--- config.mk ---
export PLATFORM = sky130hd
export DESIGN_NAME = pe_operand_feeder
export DESIGN_NICKNAME = d
export VERILOG_FILES = /design/src/rtl/mm_pkg.sv /design/src/rtl/operand_bank.sv /design/src/rtl/pe_operand_feeder.sv
export SDC_FILE = /design/constraint.sdc
export NUM_CORES = 1
export LEC_CHECK = 0
export CAP_MARGIN = 40
export CORE_ASPECT_RATIO = 1.1
export CORE_UTILIZATION = 25
export CTS_CLUSTER_SIZE = 40
export DETAILED_ROUTE_END_ITERATION = 16
export PLACE_DENSITY_LB_ADDON = 0.08
export SLEW_MARGIN = 5
export SYNTH_ARGS = -nofsm -noshare
export SYNTH_HDL_FRONTEND = slang
export SYNTH_SLANG_ARGS = --single-unit
--- constraint.sdc ---
create_clock -name clk -period 3.4 [get_ports clk]
set_clock_uncertainty 0.05 [all_clocks]
set_input_delay 1.02 -clock clk [delete_from_list [all_inputs] [get_ports clk]]
set_output_delay 1.02 -clock clk [all_outputs]
set_load 0.05 [all_outputs]
--- src/rtl/mm_pkg.sv ---
// Shared defaults and FSM encoding for the PE operand feeder slice.
package mm_pkg;

    localparam int DW_DEF = 4;
    localparam int K_DEF  = 16;
    localparam int M_DEF  = 4;
    localparam int N_DEF  = 4;

    typedef enum logic {
        ST_IDLE   = 1'b0,
        ST_STREAM = 1'b1
    } feed_state_e;

    function automatic int max2(input int x, input int y);
        return (x > y) ? x : y;
    endfunction

endpackage

--- src/rtl/operand_bank.sv ---
// Operand register file: one synchronous write port, one combinational read port.
module operand_bank #(
    parameter int DW    = 4,
    parameter int DEPTH = 64,
    parameter int AW    = 6
) (
    input  logic          clk,
    input  logic          wr_en,
    input  logic [AW-1:0] wr_addr,
    input  logic [DW-1:0] wr_data,
    input  logic [AW-1:0] rd_addr,
    output logic [DW-1:0] rd_data
);

    logic [DW-1:0] mem [DEPTH];

    // Contents deliberately survive reset; addresses past the bank are dropped.
    always_ff @(posedge clk) begin
        if (wr_en && (32'(wr_addr) < DEPTH))
            mem[wr_addr] <= wr_data;
    end

    assign rd_data = (32'(rd_addr) < DEPTH) ? mem[rd_addr] : '0;

endmodule

--- src/rtl/pe_operand_feeder.sv ---
// Streams A[row][k] / B[k][col] for k=0..K-1 to one PE using start/valid_in/last framing.
module pe_operand_feeder import mm_pkg::*; #(
    parameter  int DATA_WIDTH = DW_DEF,
    parameter  int K          = K_DEF,
    parameter  int M          = M_DEF,
    parameter  int N          = N_DEF,
    localparam int AW         = $clog2(max2(M * K, K * N)),
    localparam int RW         = (M > 1) ? $clog2(M) : 1,
    localparam int CW         = (N > 1) ? $clog2(N) : 1,
    localparam int KW         = $clog2(K + 1)
) (
    input  logic                  clk,
    input  logic                  clr_n,
    input  logic                  wr_en,
    input  logic                  wr_sel,
    input  logic [AW-1:0]         wr_addr,
    input  logic [DATA_WIDTH-1:0] wr_data,
    input  logic                  cmd_valid,
    output logic                  cmd_ready,
    input  logic [RW-1:0]         cmd_row,
    input  logic [CW-1:0]         cmd_col,
    input  logic                  stall,
    output logic                  start,
    output logic                  valid_in,
    output logic                  last,
    output logic [DATA_WIDTH-1:0] a,
    output logic [DATA_WIDTH-1:0] b,
    output logic                  busy,
    output logic                  done
);

    feed_state_e           state;
    logic [RW-1:0]         row_q;
    logic [CW-1:0]         col_q;
    logic [KW-1:0]         k_q;
    logic [AW-1:0]         a_raddr, b_raddr;
    logic [DATA_WIDTH-1:0] a_rd, b_rd;
    logic                  row_ok, col_ok, k_last;

    always_comb begin
        row_ok  = 32'(row_q) < M;
        col_ok  = 32'(col_q) < N;
        k_last  = 32'(k_q) == (K - 1);
        a_raddr = AW'(32'(row_q) * K + 32'(k_q));
        b_raddr = AW'(32'(k_q) * N + 32'(col_q));
    end

    operand_bank #(.DW(DATA_WIDTH), .DEPTH(M * K), .AW(AW)) u_bank_a (
        .clk     (clk),
        .wr_en   (wr_en & ~wr_sel),
        .wr_addr (wr_addr),
        .wr_data (wr_data),
        .rd_addr (a_raddr),
        .rd_data (a_rd)
    );

    operand_bank #(.DW(DATA_WIDTH), .DEPTH(K * N), .AW(AW)) u_bank_b (
        .clk     (clk),
        .wr_en   (wr_en & wr_sel),
        .wr_addr (wr_addr),
        .wr_data (wr_data),
        .rd_addr (b_raddr),
        .rd_data (b_rd)
    );

    assign cmd_ready = (state == ST_IDLE);

    always_ff @(posedge clk or negedge clr_n) begin
        if (!clr_n) begin
            state    <= ST_IDLE;
            row_q    <= '0;
            col_q    <= '0;
            k_q      <= '0;
            start    <= 1'b0;
            valid_in <= 1'b0;
            last     <= 1'b0;
            done     <= 1'b0;
            busy     <= 1'b0;
            a        <= '0;
            b        <= '0;
        end else begin
            case (state)
                ST_IDLE: begin
                    start    <= 1'b0;
                    valid_in <= 1'b0;
                    last     <= 1'b0;
                    done     <= 1'b0;
                    if (cmd_valid) begin
                        row_q <= cmd_row;
                        col_q <= cmd_col;
                        k_q   <= '0;
                        busy  <= 1'b1;
                        state <= ST_STREAM;
                    end
                end
                ST_STREAM: begin
                    if (stall) begin
                        // Bubble: a/b and k hold so the PE sees a stable operand pair.
                        start    <= 1'b0;
                        valid_in <= 1'b0;
                        last     <= 1'b0;
                        done     <= 1'b0;
                    end else begin
                        a        <= row_ok ? a_rd : '0;
                        b        <= col_ok ? b_rd : '0;
                        valid_in <= 1'b1;
                        start    <= (k_q == '0);
                        last     <= k_last;
                        done     <= k_last;
                        if (k_last) begin
                            k_q   <= '0;
                            busy  <= 1'b0;
                            state <= ST_IDLE;
                        end else begin
                            k_q <= k_q + KW'(1);
                        end
                    end
                end
                default: state <= ST_IDLE;
            endcase
        end
    end

endmodule

# After elaboration in Yosys (flattened, before gate mapping)

Memories as Yosys holds them, arrays and structs flattened. A register that Yosys moved wholly into a read port is not among the register bits.
Cells that the tools add are included.

Register bits after elaboration: 14
RAM bits: 512
Input port bits: 20
Word-level logic and storage cells: 51
Memories kept: 2

Memory list:

| name         | depth | bits a word | read ports | clocked after memory_dff | write ports | RTL line           | text |
|---|---|---|---|---|---|---|---|
| u_bank_a.mem | 64    | 4           | 1          | 1                        | 1           | operand_bank.sv:15 | `logic [DW-1:0] mem [DEPTH];` |
| u_bank_b.mem | 64    | 4           | 1          | 1                        | 1           | operand_bank.sv:15 |  |

Add/sub/neg operators: 3
Equal/unequal tests: 4
Muxes and demuxes: 22
Bitwise gates (word level): 5
Reductions and logical operators: 7

Operators with widths:

| cell                                                  | count |
|---|---|
| two-way mux 5 bit                                     | 3 |
| two-way mux 1 bit                                     | 13 |
| case mux 1 bit (2 select lines)                       | 5 |
| case mux 5 bit (2 select lines)                       | 1 |
| adder 6 x 2 -> 6 bit                                  | 1 |
| adder 6 x 5 -> 6 bit                                  | 1 |
| AND reduction 2 bit                                   | 3 |
| adder 5 x 1 -> 5 bit, second input constant           | 1 |
| equality test 5 x 4 -> 1 bit, second input constant   | 1 |
| zero test 5 bit                                       | 1 |
| inequality test 2 bit, second input constant          | 2 |
| NOT 1 bit                                             | 3 |
| AND reduction 3 bit                                   | 1 |
| AND 1 bit                                             | 2 |
| zero test 1 bit                                       | 2 |
| inequality test 2 x 1 -> 1 bit, second input constant | 1 |

# Logic depth before layout (Yosys ltp)

Word-level depth: 4
Mapped depth: 9

# Hierarchy

From an unflattened synthesis, not the netlist that was laid out.

Cell total of the unflattened synthesis: 1125
Area total of the unflattened synthesis: 21602.0 µm²

Modules (own cells, without submodules):

| module            | instances | cells an instance | area an instance (µm²) |
|---|---|---|---|
| operand_bank      | 2         | 517               | 10327.4 |
| pe_operand_feeder | 1         | 91                | 947.2 |

# Worst setup path before layout

Ideal clock, no wire load.

Path kind: input port to flip-flop
From: input wr_addr[2]
To: memory u_bank_b.mem[52][0] (enable)
Arrival: 2.297 ns
Data required time: 3.020 ns
Setup slack: 0.723 ns
Stages on the path: 6
Path through: clkbuf_1 or3b_2 clkbuf_1 inv_1 nand2_1 nor2_1

RTL lines:

| item               | RTL line                | text |
|---|---|---|
| start: declaration | pe_operand_feeder.sv:16 | `input logic [AW-1:0] wr_addr,` |
| end: declaration   | operand_bank.sv:15      |  |

No word-level cell before the write port.

# Final worst setup path

From: register b[1] (read register of u_bank_b.mem)
To: output b[1]

RTL lines:

| item               | RTL line                | text |
|---|---|---|
| start: declaration | pe_operand_feeder.sv:27 | `output logic [DATA_WIDTH-1:0] b,` |

No word-level cell between the ends.

==> results.yml <==
sta:
  fin_crit_sh_pct: 91.14
  slew_headroom_pct: 50.75
  slew_viol_final: 0
  rsz0062_at_grt: "false"
  setup_ws_ps: 301.4
  fin_setup_tns_ps: 0
  clock.fmax_mhz: 322.7
  finalCriticalPeriod_ps: 3099
  setup_violations: 0
  hold_viol: 0
  tightestPinTransition_ps: 738.8
route:
  drt_pass1_iterations: 5
  route.detailed.drc: 0
  wl_per_cell_um: 25.61
  drt_iter0_drc: 883
  wirelength_um: 62650
  via_count: 10850
  ant_nets: 0
  avgViaCountPerCell: 4.435
floorplan:
  die_x_um: 280.5
  core_area_um2: 84640
  die_area_um2: 86510
  ios: 34
  rows: 112
  die_h_um: 308.4
  start_util_pct: 25.20
synth:
  netlist_top_cells_area: "edfxtp_1, mux4_2, nor2_1, dfrtp_1, mux2i_1"
  synth_common_cells: "edfxtp_1, nor2_1, mux4_2"
  yosysMostFrequentCell: "edfxtp_1"
  synth_cells: 1121
  ys_seq_elements: 534
  ys_warn_count: 0
  syn_area_um2: 21330
  avgSynthCellArea_um2: 19.03
  ys.flop_type: "edfxtp_1"
  synth-async-reset-ratio_pct: 4.120
  yosysSeqAreaShare_pct: 74.65
  synth.top_cell.area_share_pct: 72.07
  synth-edff-count: 512
  syn_nets: 1144
  yosysTopAreaCell: "edfxtp_1"
  yosysUniqueCellTypes: 57
clock_tree:
  hold_buffers: 0
  htreeDepth: 2
  cts_made_buffers: 61
  clock-sinks: 534
  clock_path_buffers: 3
  clockRootBuffer: "clkbuf_16"
  clock_latency_ps: 620
  cts_setup_buffers: 0
  cts_tree: "built"
  clkTransAtPathRegs_ps: 60
  cts_resized: 0
grt:
  grt_pass1_wl_um: 90130
  grt_max_degree: 67
  track_usage_pct: 14.78
  use_met1_pct: 19.78
  grt-ovfl-total: 0
  grt-busiest-layer: "met2"
  grt_pass1_vias: 11710
  antenna_found_initial: 3
  grt_util_met2_pct: 24.68
  grt_use_met3_pct: 2.424
place:
  io_buffer_count: 33
  place_congestion: 0.7356
  pre_cts_ws_ps: 158.2
  dp_hpwl_um: 41000
worst_setup_path:
  crit_chain: "clkdlybuf4s50_1"
  end_kind: "output port"
  critical_path_class: "flip-flop to output port"
  r2r_start: "k_q[0]$_DFFE_PN0P_"
  critPathArrivalTime_ps: 2030
  cp_top_family: "buffers and inverters"
  max_stage_delay_ps: 870
  cp-start-kind: "flip-flop"
  startpoint: "b[1]$_DFFE_PN0P_"
  required_ps: 2330
  cp_max_fo: 2
  cp.buffers_inverters: 1
  crit_slowest_cell: "clkdlybuf4s50_1"
flow_run:
  drv_cap: 0
pwr:
  p_per_area_nw_per_um2: 750.4
  leakagePower_nw: 8.184
  vdd_drop_max_mv: 0.4540
min_path:
  hold_class: "flip-flop to flip-flop"
  hold_start: "row_q[0]$_DFFE_PN0P_"
finish:
  areaGrowthSynthToFinish_pct: 20.32
  drive_gt1_share_pct: 24.75
  nNetsFinal: 1277
status:
  outcome: "finished clean"
path summary, 6_finish.rpt:
path                                             end  slack (ps)  cells after the start
worst max-delay path                            b[1]         300                      1
worst min-delay path            row_q[0]$_DFFE_PN0P_         440                      2
worst max register to register      a[0]$_DFFE_PN0P_         670                      6
worst min register to register  row_q[0]$_DFFE_PN0P_         440                      2
max in group asynchronous       col_q[0]$_DFFE_PN0P_        2200                      2
min in group asynchronous            start$_DFF_PN0_         750                      2
kinds of logic after synthesis:
group                      Yosys count  synth area share [%]
AOI/OAI and AO/OA                   69                 2.475
DFF                                534                 74.65
adders and majority gates            3                0.1760
muxes                              166                 15.20
buffers and inverters               78                 1.906
xor gates and xnor gates             2               0.08213
and+or+nand+nor                    269                 5.513
state kept, by name, indices dropped and copies added, names as in the netlist:
register      flops
state             1
u_bank_a.mem    256
row_q             2
a                 4
busy              1
valid_in          1
k_q               5
done              1
b                 4
start             1
col_q             2
u_bank_b.mem    256
cell type report:
class / count / area, um2
Multi-Input combinational cell: 509 / 5001
Fill cell: 8379 / 58970
Timing Repair Buffer: 132 / 1164
Clock buffer: 74 / 1585
Antenna cell: 1 / 2.502
Tap cell: 1140 / 1426
Sequential cell: 534 / 15940
Clock inverter: 40 / 486.7
Inverter: 16 / 60.06
through the flow:
step | hold slack (ps) | instance area [um2] | utilization [%] | cells | power (W)
2_1_floorplan | 402.3 | 21330 | - | 1121 | 0.01082
3_3_place_gp | 417.6 | 23590 | 27.87 | 2331 | 0.01273
3_5_place_dp | 424.7 | 23590 | 27.87 | 2331 | 0.01270
4_1_cts | 440.2 | 25660 | 30.32 | 2445 | 0.01963
5_1_grt | 477.9 | 25660 | 30.32 | 2445 | 0.02008
6_report | 437.7 | 25670 | 30.32 | 2446 | 0.01926
metal layers:
layer	vias to the layer above	part of all wire, %
met1	5781	45
li1	4799	-
met2	167	49
met5	-	0.037
met3	96	3.4
met4	4	2.3
worst reg2reg max path: cells and delay by family, from the launching register on:
family	cells	cell delay (ps)
flip-flops	1	750
AO/OA/AOI/OAI	1	100
AND/OR/NAND/NOR	2	500
multiplexers	2	880
buffers and inverters	1	320
power by group:
group | switching, W | internal, W | leakage (nW)
combinational | 0.00245 | 0.00206 | 2.31
sequential | 0.000536 | 0.00735 | 4.86
clock | 0.00272 | 0.00414 | 1.01
layout by cell type, fill, tap and decap left out, types with 15 or more instances in the layout:
master	count
nand2_1	57
nor2_1	147
buf_4	95
mux4_2	110
clkdlybuf4s50_1	29
edfxtp_1	512
mux2i_1	37
inv_1	15
dfrtp_1	17
clkbuf_16	61
a22oi_1	16
nand3_1	18
(Power assumes the default switching activity.)
